[config.mk]
export PLATFORM = sky130hd
export DESIGN_NAME = fetch_unit_flat
export DESIGN_NICKNAME = d
export VERILOG_FILES = /design/src/rtl/fetch_pkg.sv /design/src/rtl/fetch_if.sv /design/src/rtl/fetch_fifo.sv /design/src/rtl/fetch_unit.sv /design/src/flat_wrapper.sv
export SDC_FILE = /design/constraint.sdc
export NUM_CORES = 1
export LEC_CHECK = 0
export BUFFER_PORTS_ARGS = -buffer_cell sky130_fd_sc_hd__buf_2
export CORE_MARGIN = 4
export CORE_UTILIZATION = 40
export CTS_CLUSTER_DIAMETER = 200
export CTS_CLUSTER_SIZE = 25
export DETAILED_ROUTE_END_ITERATION = 8
export SYNTH_ARGS = -nofsm -noshare
export SYNTH_HDL_FRONTEND = slang
export SYNTH_SLANG_ARGS = --single-unit
[constraint.sdc]
create_clock -name clk -period 2.8 [get_ports clk]
set_clock_uncertainty 0.2 [all_clocks]
set_input_delay 0.28 -clock clk [delete_from_list [all_inputs] [get_ports clk]]
set_output_delay 0.28 -clock clk [all_outputs]
set_load 0.02 [all_outputs]
[src/rtl/fetch_pkg.sv]
// fetch_pkg: types and constants shared by the instruction fetch stage.
//   pc_t             32-bit fetch address
//   fetch_entry_t    {pc, insn} pair buffered for the core
//   EBREAK_INSN      word that stops fetching when FETCH_EBREAK_HALT_EN is defined
//   DEFAULT_RESET_PC first fetch address after reset
package fetch_pkg;

    typedef logic [31:0] pc_t;

    localparam logic [31:0] EBREAK_INSN      = 32'h0010_0073;
    localparam pc_t         DEFAULT_RESET_PC = 32'h8000_0000;

    typedef struct packed {
        pc_t         pc;
        logic [31:0] insn;
    } fetch_entry_t;

endpackage

[src/rtl/fetch_if.sv]
// fetch_if: handshake bundle around the fetch stage.
//   redirect_valid/redirect_pc      core -> fetch, PC change request
//   imem_req_valid/ready/addr       fetch -> memory request channel
//   imem_rsp_valid/data             memory -> fetch, in-order, no backpressure
//   inst_valid/ready/data/pc        fetch -> core instruction stream
// master = fetch unit side, slave = memory + core side.
interface fetch_if;
    import fetch_pkg::*;

    logic        redirect_valid;
    pc_t         redirect_pc;
    logic        imem_req_valid;
    logic        imem_req_ready;
    pc_t         imem_req_addr;
    logic        imem_rsp_valid;
    logic [31:0] imem_rsp_data;
    logic        inst_valid;
    logic        inst_ready;
    logic [31:0] inst_data;
    pc_t         inst_pc;

    modport master (
        input  redirect_valid, redirect_pc, imem_req_ready, imem_rsp_valid, imem_rsp_data, inst_ready,
        output imem_req_valid, imem_req_addr, inst_valid, inst_data, inst_pc
    );

    modport slave (
        output redirect_valid, redirect_pc, imem_req_ready, imem_rsp_valid, imem_rsp_data, inst_ready,
        input  imem_req_valid, imem_req_addr, inst_valid, inst_data, inst_pc
    );

endinterface

[src/rtl/fetch_fifo.sv]
// fetch_fifo: synchronous FIFO, DEPTH entries (power of two), element type T.
//   push/push_data  write one entry (caller guarantees room, except push+pop when full)
//   pop             drop the head entry (ignored when empty)
//   flush           empty the FIFO; wins over push and pop in the same cycle
//   head            current head entry, combinational from storage
//   count           number of valid entries, 0..DEPTH
module fetch_fifo
    import fetch_pkg::*;
#(
    parameter int  DEPTH = 4,
    parameter type T     = fetch_entry_t
) (
    input  logic                   clk,
    input  logic                   rst_n,
    input  logic                   push,
    input  logic                   pop,
    input  logic                   flush,
    input  T                       push_data,
    output T                       head,
    output logic [$clog2(DEPTH):0] count
);

    localparam int AW = $clog2(DEPTH);
    localparam int CW = AW + 1;

    T              mem [DEPTH];
    logic [AW-1:0] rd_ptr;
    logic [AW-1:0] wr_ptr;
    logic          do_pop;

    assign do_pop = pop && (count != '0);
    assign head   = mem[rd_ptr];

    always_ff @(posedge clk or negedge rst_n) begin
        if (!rst_n) begin
            rd_ptr <= '0;
            wr_ptr <= '0;
            count  <= '0;
            for (int i = 0; i < DEPTH; i++) mem[i] <= '0;
        end else if (flush) begin
            rd_ptr <= '0;
            wr_ptr <= '0;
            count  <= '0;
        end else begin
            if (push) begin
                mem[wr_ptr] <= push_data;
                wr_ptr      <= wr_ptr + AW'(1);
            end
            if (do_pop) rd_ptr <= rd_ptr + AW'(1);
            count <= count + CW'(push) - CW'(do_pop);
        end
    end

endmodule

[src/rtl/fetch_unit.sv]
// fetch_unit: instruction fetch stage ahead of the core.
//   clk, rst_n   clock and asynchronous active-low reset
//   bus          fetch_if.master: redirect in, imem request/response, instruction stream out
//   halted       fetch stopped on ebreak
// Optional feature: define FETCH_EBREAK_HALT_EN to stop issuing requests once an
// ebreak word enters the prefetch buffer; otherwise halted is tied low.
module fetch_unit
    import fetch_pkg::*;
#(
    parameter int  DEPTH    = 4,
    parameter pc_t RESET_PC = DEFAULT_RESET_PC
) (
    input  logic    clk,
    input  logic    rst_n,
    fetch_if.master bus,
    output logic    halted
);

    localparam int             CW      = $clog2(DEPTH) + 1;
    localparam logic [CW:0]    CREDITS = (CW + 1)'(DEPTH);

    pc_t           fetch_pc;
    pc_t           rsp_pc;
    logic [CW-1:0] count;
    logic [CW-1:0] outstanding;
    logic [CW-1:0] discard;
    logic [CW:0]   in_use;
    logic          accept;
    logic          buf_push;
    logic          buf_pop;
    fetch_entry_t  buf_head;
    fetch_entry_t  buf_in;

    // Buffered plus in-flight words never exceed DEPTH, so every response has a slot.
    assign in_use             = {1'b0, count} + {1'b0, outstanding};
    assign bus.imem_req_valid = !bus.redirect_valid && !halted && (in_use < CREDITS);
    assign bus.imem_req_addr  = fetch_pc;
    assign accept             = bus.imem_req_valid && bus.imem_req_ready;

    // Responses from before a redirect are swallowed until discard drains.
    assign buf_push = bus.imem_rsp_valid && !bus.redirect_valid && (discard == '0);
    assign buf_pop  = bus.inst_valid && bus.inst_ready;
    assign buf_in   = '{pc: rsp_pc, insn: bus.imem_rsp_data};

    // Pending-PC queue: its occupancy is the outstanding-request count. It is
    // never flushed because discarded responses still have to retire their PC.
    fetch_fifo #(.DEPTH(DEPTH), .T(pc_t)) u_pend (
        .clk       (clk),
        .rst_n     (rst_n),
        .push      (accept),
        .pop       (bus.imem_rsp_valid),
        .flush     (1'b0),
        .push_data (fetch_pc),
        .head      (rsp_pc),
        .count     (outstanding)
    );

    fetch_fifo #(.DEPTH(DEPTH), .T(fetch_entry_t)) u_buf (
        .clk       (clk),
        .rst_n     (rst_n),
        .push      (buf_push),
        .pop       (buf_pop),
        .flush     (bus.redirect_valid),
        .push_data (buf_in),
        .head      (buf_head),
        .count     (count)
    );

    assign bus.inst_valid = (count != '0);
    assign bus.inst_data  = buf_head.insn;
    assign bus.inst_pc    = buf_head.pc;

    always_ff @(posedge clk or negedge rst_n) begin
        if (!rst_n)                  fetch_pc <= RESET_PC;
        else if (bus.redirect_valid) fetch_pc <= bus.redirect_pc;
        else if (accept)             fetch_pc <= fetch_pc + 32'd4;
    end

    // On redirect every request still in flight after this cycle is stale; a
    // response arriving in the redirect cycle itself is already dropped.
    always_ff @(posedge clk or negedge rst_n) begin
        if (!rst_n)                  discard <= '0;
        else if (bus.redirect_valid) discard <= outstanding - CW'(bus.imem_rsp_valid);
        else if (bus.imem_rsp_valid && (discard != '0))
                                     discard <= discard - CW'(1);
    end

`ifdef FETCH_EBREAK_HALT_EN
    always_ff @(posedge clk or negedge rst_n) begin
        if (!rst_n)                  halted <= 1'b0;
        else if (bus.redirect_valid) halted <= 1'b0;
        else if (buf_push && (bus.imem_rsp_data == EBREAK_INSN))
                                     halted <= 1'b1;
    end
`else
    assign halted = 1'b0;
`endif

endmodule
[src/flat_wrapper.sv]
// flat-port wrapper written by rule: the top's interface ports become plain ports
module fetch_unit_flat import fetch_pkg::*;
#(
    parameter int  DEPTH    = 4,
    parameter pc_t RESET_PC = DEFAULT_RESET_PC
)
  (clk, rst_n, halted, bus_redirect_valid, bus_redirect_pc, bus_imem_req_ready, bus_imem_rsp_valid, bus_imem_rsp_data, bus_inst_ready, bus_imem_req_valid, bus_imem_req_addr, bus_inst_valid, bus_inst_data, bus_inst_pc);
  fetch_if bus_i ();
  input  logic clk;
  input  logic rst_n;
  output logic halted;
  input wire logic [$bits(bus_i.redirect_valid)-1:0] bus_redirect_valid;
  input wire logic [$bits(bus_i.redirect_pc)-1:0] bus_redirect_pc;
  input wire logic [$bits(bus_i.imem_req_ready)-1:0] bus_imem_req_ready;
  input wire logic [$bits(bus_i.imem_rsp_valid)-1:0] bus_imem_rsp_valid;
  input wire logic [$bits(bus_i.imem_rsp_data)-1:0] bus_imem_rsp_data;
  input wire logic [$bits(bus_i.inst_ready)-1:0] bus_inst_ready;
  output wire logic [$bits(bus_i.imem_req_valid)-1:0] bus_imem_req_valid;
  output wire logic [$bits(bus_i.imem_req_addr)-1:0] bus_imem_req_addr;
  output wire logic [$bits(bus_i.inst_valid)-1:0] bus_inst_valid;
  output wire logic [$bits(bus_i.inst_data)-1:0] bus_inst_data;
  output wire logic [$bits(bus_i.inst_pc)-1:0] bus_inst_pc;
  assign bus_i.redirect_valid = bus_redirect_valid;
  assign bus_i.redirect_pc = bus_redirect_pc;
  assign bus_i.imem_req_ready = bus_imem_req_ready;
  assign bus_i.imem_rsp_valid = bus_imem_rsp_valid;
  assign bus_i.imem_rsp_data = bus_imem_rsp_data;
  assign bus_i.inst_ready = bus_inst_ready;
  assign bus_imem_req_valid = bus_i.imem_req_valid;
  assign bus_imem_req_addr = bus_i.imem_req_addr;
  assign bus_inst_valid = bus_i.inst_valid;
  assign bus_inst_data = bus_i.inst_data;
  assign bus_inst_pc = bus_i.inst_pc;
  fetch_unit #(.DEPTH(DEPTH), .RESET_PC(RESET_PC)) u_core (.clk(clk), .rst_n(rst_n), .bus(bus_i), .halted(halted));
endmodule
==> out/results.txt, run 1 <==
CTS Root Cell: clkbuf_16
ratio of cells with drive above 1 in the final layout: 0.499
post-synthesis cell area: 19500 um2
Fillers: 4160
Layout area overhead: 16.4%
die area: 52400 um2
nets@finish: 1582
Clk Latency, worst-skew pair: 0.55 ns
slew of the pin with the lowest slew margin: 0.668 ns
Mapped Avg Cell Area: 15.4 um2
Starting Density: 0.407
Setup Buffers After CTS: 0
port buffer count: 167
Pleak: 0.0107 uW
Num CTS Buffers: 21
Via density: 5.43
largest net degree at the start of global routing: 80
post_cts resized: 0
first-pass GRT wire length: 71200 um
grt ovf: 0
Final Hold Viols: 0
Fmax: 373 MHz
syn_nets: 1360
fin crit share: 0.957
Pwr Total: 20400 uW
drt first pass iters: 4
ANT cells: 0
CP arrival: 2.20 ns
Seq/Total Area, Yosys: 0.555
Critical Path Start Type: flip-flop
number of nets with antenna violations after routing: 0
max-cap viol count: 0
Iter 0 DRT Violations: 502
number of distinct library cells after synthesis: 55
# hold bufs at CTS: 68
WP data required: 2.32 ns
Tmin final: 2.68 ns
drt wl/cell: 20.7 um
HPWL after DPL: 29000 um
placed inst area: 21500 um2
Die Y: 229 um
initial antenna violation count: 1
clk buf depth: 3
setup violators final: 0
Slew HR: 0.555
Max IR drop VDD: 0.481 mV
Total GRT Usage: 0.168
Sinks on Clock Net: 433
RD Place Congestion: 0.809
hold crit path type: input port to flip-flop
routed wire length: 43700 um
Residual DRC: 0
floorplan row count: 80
Critical Path Fanout Max: 4
num ports: 169
vias in the first global route: 12400
fin. max-slew vios: 0
final instance area: 22700 um2
RSZ-0062 raised after global routing: no
clk slew on worst S/H paths: 0.10 ns
P per Cell Area: 896 nW/um2
Die W: 229 um
status: finished, final reports clean
Synth Register Bits: 433
YS warnings: 0
CTS tree: yes
core area: 47900 um2
crit path capture type: output port
CTS H-Tree Depth: 1
Synth Instances: 1269
Vias: 11500
kind of critical path: flip-flop to output port
==> registers in the layout (all words and copies together), names as in the netlist <==
name / flops
u_core.u_pend.wr_ptr: 2
u_core.u_pend.mem: 128
u_core.u_buf.count: 3
u_core.u_pend.count: 3
u_core.u_buf.rd_ptr: 2
u_core.u_buf.wr_ptr: 2
u_core.u_pend.rd_ptr: 2
u_core.bus.imem_req_addr: 32
u_core.discard: 3
u_core.u_buf.mem: 256
==> critical path: stages (launching register included) <==
cell and delay, ns:
dfrtp_1 0.49, ha_4 0.25, or4_1 0.55, nor2_1 0.17, buf_2 0.19
==> path summary, 6_finish.rpt <==
| kind | start | end | slack [ns] | cells past startpoint |
|---|---|---|---|---|
| min in group asynchronous | rst_n | u_core.u_buf.mem[151] | 0.14 | 2 |
| worst min-delay path | bus_inst_ready | u_core.u_buf.rd_ptr[0] | 0.04 | 4 |
| max in group asynchronous | rst_n | u_core.u_pend.mem[35] | 1.43 | 3 |
| worst min register to register | u_core.u_buf.mem[98] | u_core.u_buf.mem[98] | 0.31 | 1 |
| worst max-delay path | u_core.u_pend.count[2] | bus_imem_req_valid | 0.12 | 4 |
| worst max register to register | u_core.u_pend.count[2] | u_core.bus.imem_req_addr[14] | 0.19 | 5 |
==> area by class of cell <==
class                      count  area [um2]  area share
timing repair buffer         290        2190      0.0964
inverter                      21        78.8     0.00347
clock buffer                  31         563      0.0248
sequential                   433       10800       0.477
clock inverter                 1        20.0    0.000881
tap                          615         769      0.0339
multi-input combinational    724        8260       0.363
==> cell usage after synthesis, drive strengths merged <==
| master | number | area share |
|---|---|---|
| o311ai | 5 | 0.0022 |
| nor3 | 3 | 0.00077 |
| a22oi | 4 | 0.0015 |
| o31ai | 4 | 0.0015 |
| nor4b | 1 | 0.00045 |
| and3 | 5 | 0.0016 |
| nand4 | 16 | 0.0054 |
| mux4 | 96 | 0.11 |
| or4 | 14 | 0.0056 |
| dfstp | 1 | 0.0013 |
| and4 | 4 | 0.0019 |
| fa | 2 | 0.0021 |
| dfrtp | 432 | 0.55 |
| a21o | 3 | 0.0012 |
| nand3 | 25 | 0.0064 |
| a22o | 1 | 0.00045 |
| nand2b | 4 | 0.0013 |
| a31oi | 5 | 0.0016 |
| mux2 | 386 | 0.22 |
| inv | 20 | 0.0038 |
| o21ai | 6 | 0.0015 |
| conb | 1 | 0.00019 |
| nand2 | 39 | 0.0075 |
| nor3b | 1 | 0.00038 |
| o311a | 1 | 0.00051 |
| buf | 35 | 0.0087 |
| clkbuf | 56 | 0.013 |
| nand4b | 1 | 0.00045 |
| ha | 19 | 0.012 |
| a211o | 3 | 0.0013 |
| or3 | 2 | 0.00064 |
| nor2b | 2 | 0.00064 |
| nor2 | 16 | 0.0031 |
| clkinv | 1 | 0.00019 |
| nor4 | 13 | 0.0049 |
| xnor2 | 9 | 0.0040 |
| o31a | 3 | 0.0013 |
| o211ai | 8 | 0.0031 |
| mux2i | 3 | 0.0015 |
| nand3b | 2 | 0.00077 |
| a21oi | 4 | 0.0010 |
| o21bai | 1 | 0.00038 |
| a311o | 2 | 0.0010 |
| xor2 | 5 | 0.0022 |
| a221o | 5 | 0.0026 |
==> routing by layer <==
layer,share of wire,global-route usage,vias up
met1,0.46,0.237,6079
li1,-,-,5164
met2,0.49,0.286,212
met4,0.011,0.0278,0
met5,0,0,-
met3,0.035,0.0189,29
==> report_power, final <==
part	internal [uW]	switching (uW)
Combinational	4000	3760
Sequential	8090	1120
Clock	1430	1970
Total	13500	6850
==> cell families (layout without fill, tap and decap cells) <==
logic type / count (synthesis) / after routing / synth area share
muxes: 485 / 485 / 0.335
DFF: 433 / 433 / 0.555
and+or+nand+nor: 148 / 148 / 0.0419
buffers and inverters: 112 / 343 / 0.0257
AOI/OAI and AO/OA: 55 / 55 / 0.0214
adders and majority gates: 21 / 21 / 0.0142
xor gates and xnor gates: 14 / 14 / 0.00628
other: 1 / 1 / 0.000192
==> through the flow <==
stage                     std cells  hold slack [ns]  setup WS, ns  TNS, ns  utilization
final                          2115           0.0441         0.121        0        0.474
after floorplan                1269           -0.216       -0.0949   -0.101            -
after global routing           2115           0.0115        0.0251        0        0.474
after detailed placement       2015            0.144         0.240        0        0.448
after global placement         2015            0.135         0.255        0        0.448
after CTS                      2115           0.0147        0.0958        0        0.474
==> layout by cell type (no fill, tap or decap), types with 4 or more instances in the layout <==
cell           Yosys  final
o311ai_0           5      5
clkbuf_16          0     21
mux4_2            96     96
a221o_1            4      4
nand2_1           39     35
a22oi_1            4      4
nand2_4            0      4
a21oi_1            4      4
buf_12             0     20
xor2_1             5      5
o31ai_1            4      4
and3_1             5      5
nor4_1            12     12
buf_4              3     35
ha_1              19     15
nor2_1            16     16
buf_2             10    166
mux2_2           386    386
nand4_1           15     15
nand2b_1           4      4
o21ai_0            6      6
inv_1             20     17
dfrtp_1          432    429
xnor2_1            9      8
clkbuf_1          50     10
o211ai_1           8      8
dlygate4sd3_1      0     68
or4_1             13     13
a31oi_1            5      5
nand3_1           25     25
Note: power is estimated with default switching activity, not from simulation.
==> run 2, diff against run 1 <==
Settings changed: CORE_UTILIZATION 40 to 54, PLACE_DENSITY set to 0.76.
==> run 2 against run 1 <==
  * Sequential share of layout area rose by 0.24 points
  * Sequential power increased by 1%
  * Count of clock-buffer cells in the layout is 1 lower
  * Utilization up 16 points
  * Die area down 25%
  * Via count up 2.4%
  * Cell area fell by 0.53%
  * Register-to-register slack lost 0.05 ns
  * Hold slack improved by 0.042 ns
  * First-iteration DRC count up 15%
  * Power increased by 0.42%
  * Critical endpoint unchanged
==> out/results.txt, run 2 (synthesis results as in run 1) <==
Final Hold Viols: 0 (unchanged)
floorplan row count: 69 (-14%)
Fmax: 373 MHz (-0.17%)
slowest CP cell: or4_1
initial antenna violation count: 0 (-1)
Max IR drop VDD: 0.629 mV (+31%)
routed wire length: 41500 um (-4.9%)
hold crit path type: input port to flip-flop
Iter 0 DRT Violations: 576 (+15%)
clk buf depth: 3 (unchanged)
RSZ-0062 raised after global routing: no
slew of the pin with the lowest slew margin: 1.31 ns (+0.640 ns)
placed inst area: 21300 um2 (-0.84%)
Vias: 11800 (+2.4%)
WP data required: 2.32 ns (about the same)
CTS tree: yes
max-cap viol count: 0 (unchanged)
ratio of cells with drive above 1 in the final layout: 0.501 (+0.00133)
clk slew on worst S/H paths: 0.10 ns (about the same)
Total GRT Usage: 0.216 (+0.0489)
largest net degree at the start of global routing: 85 (+6.3%)
CP Buf/Inv Count: 1 (unchanged)
Clk Latency, worst-skew pair: 0.55 ns (about the same)
largest reg by FF count: u_core.u_buf.mem
CTS Root Cell: clkbuf_16
Tmin final: 2.68 ns (+0.00464 ns)
TNS Setup: 0 ns (unchanged)
Sinks on Clock Net: 433 (unchanged)
Critical Path Fanout Max: 4 (unchanged)
Layout area overhead: 15.8%
Residual DRC: 0 (unchanged)
die area: 39200 um2 (-25%)
crit path capture type: output port
port buffer count: 167 (unchanged)
nets@finish: 1586 (+0.25%)
Die W: 198 um (-13%)
CTS H-Tree Depth: 1 (unchanged)
critical path's top delay family: simple AND/OR/NAND/NOR gates
Die Y: 198 um (-13%)
vias in the first global route: 12600 (+1.9%)
CP Cell Sequence: ha_4, or4_1, nor2_1, buf_2
drt first pass iters: 5 (+1)
Via density: 5.98 (+10%)
final instance area: 22600 um2 (-0.53%)
core area: 35600 um2 (-26%)
reg-to-reg startpoint: u_core.u_buf.count[1]
drt wl/cell: 21.1 um (+2.3%)
first-pass GRT wire length: 68400 um (-3.8%)
status: finished, final reports clean
Critical Path Start Type: flip-flop
Worst Hold Launch: bus_inst_ready
CP startpoint: u_core.u_pend.count[2]
max FFs per register: 256 (unchanged)
kind of critical path: flip-flop to output port
setup violators final: 0 (unchanged)
Pleak: 0.0107 uW (+0.40%)
Starting Density: 0.549 (+0.142)
CP arrival: 2.20 ns (about the same)
commonest cells after routing, fill and taps aside: dfrtp_1, mux2_2, buf_2
fin. max-slew vios: 0 (unchanged)
internal reg-to-reg setup slack: 0.14 ns (-0.05 ns)
most common cell after layout, fill and taps aside: dfrtp_1
Num CTS Buffers: 21 (unchanged)
Final Worst Setup Slack: 0.116 ns (-0.00464 ns)
pre-CTS WS: 0.169 ns (-0.0710 ns)
Slew HR: 0.124 (-0.431)
Post-Route Utilization: 0.636 (+0.162)
num ports: 169 (unchanged)
number of nets with antenna violations after routing: 0 (unchanged)
RD Place Congestion: 0.822 (+1.7%)
P per Cell Area: 905 nW/um2 (+0.95%)
ANT cells: 0 (unchanged)
post_cts resized: 0 (unchanged)
fin crit share: 0.958 (+0.00166)
Worst path max stage delay: 0.54 ns (about the same)
grt ovf: 0 (unchanged)
HPWL after DPL: 27600 um (-5.1%)
[run 2: cell types whose count changed in the layout (fill, tap and decap cells not counted)]
cell,delta
dfrtp_4,-1
clkbuf_1,-1
dfrtp_2,+1
dlygate4sd3_1,+1
inv_6,+1
buf_12,+3
[run 2: final timing paths]
path,cells past startpoint,to
worst min-delay path,5,u_core.u_buf.rd_ptr[1]
max in group asynchronous,3,u_core.u_pend.wr_ptr[1]
worst max-delay path,4,bus_imem_req_valid
worst max register to register,11,u_core.u_pend.count[2]
min in group asynchronous,2,u_core.u_buf.mem[11]
worst min register to register,1,u_core.u_pend.mem[70]
[run 2: area by class of cell]
type | count | area [um2]
inverter | 21 | 78.8
sequential | 433 | 10800
clock inverter | 2 | 28.8
clock buffer | 30 | 559
timing repair buffer | 294 | 2260
fill | 2599 | 13000
multi-input combinational | 724 | 8260
tap | 461 | 577
[run 2: routing by layer]
layer | track usage | part of all wire | wire [um]
met5 | 0 | 0 | 0
met4 | 0.0372 | 0.013 | 528
met3 | 0.0252 | 0.049 | 2020
met2 | 0.358 | 0.49 | 20200
met1 | 0.319 | 0.45 | 18800
[run 2: power breakdown]
| part | internal (uW) | switching, uW | leakage [uW] |
|---|---|---|---|
| registers | 8090 | 1240 | 0.00567 |
| clock network | 1430 | 1950 | 0.000284 |
| logic | 4080 | 3660 | 0.00478 |
[run 2: stage by stage]
step | hold WS (ns) | total power (uW) | instances
after floorplan | -0.216 | 14600 | 1269
after global placement | 0.146 | 16800 | 1858
after detailed placement | 0.144 | 17200 | 1858
after CTS | 0.0641 | 20600 | 1959
after global routing | 0.110 | 21700 | 1965
final | 0.0864 | 20500 | 1965
[run 2: worst min-delay path, delay by kind of cell]
| kind | cells | cell delay (ns) |
|---|---|---|
| AO/OA/AOI/OAI | 1 | 0.15 |
| AND/OR/NAND/NOR | 2 | 0.19 |
| XOR/XNOR | 1 | 0.06 |
| buffers and inverters | 1 | 0.11 |
[run 2: timing repair]
action                                  4_1_cts  5_1_grt
hold buffers                                 69        0
endpoints found under the setup margin        0        5
hold endpoints to repair                    241        0
buffers inserted                              0        6
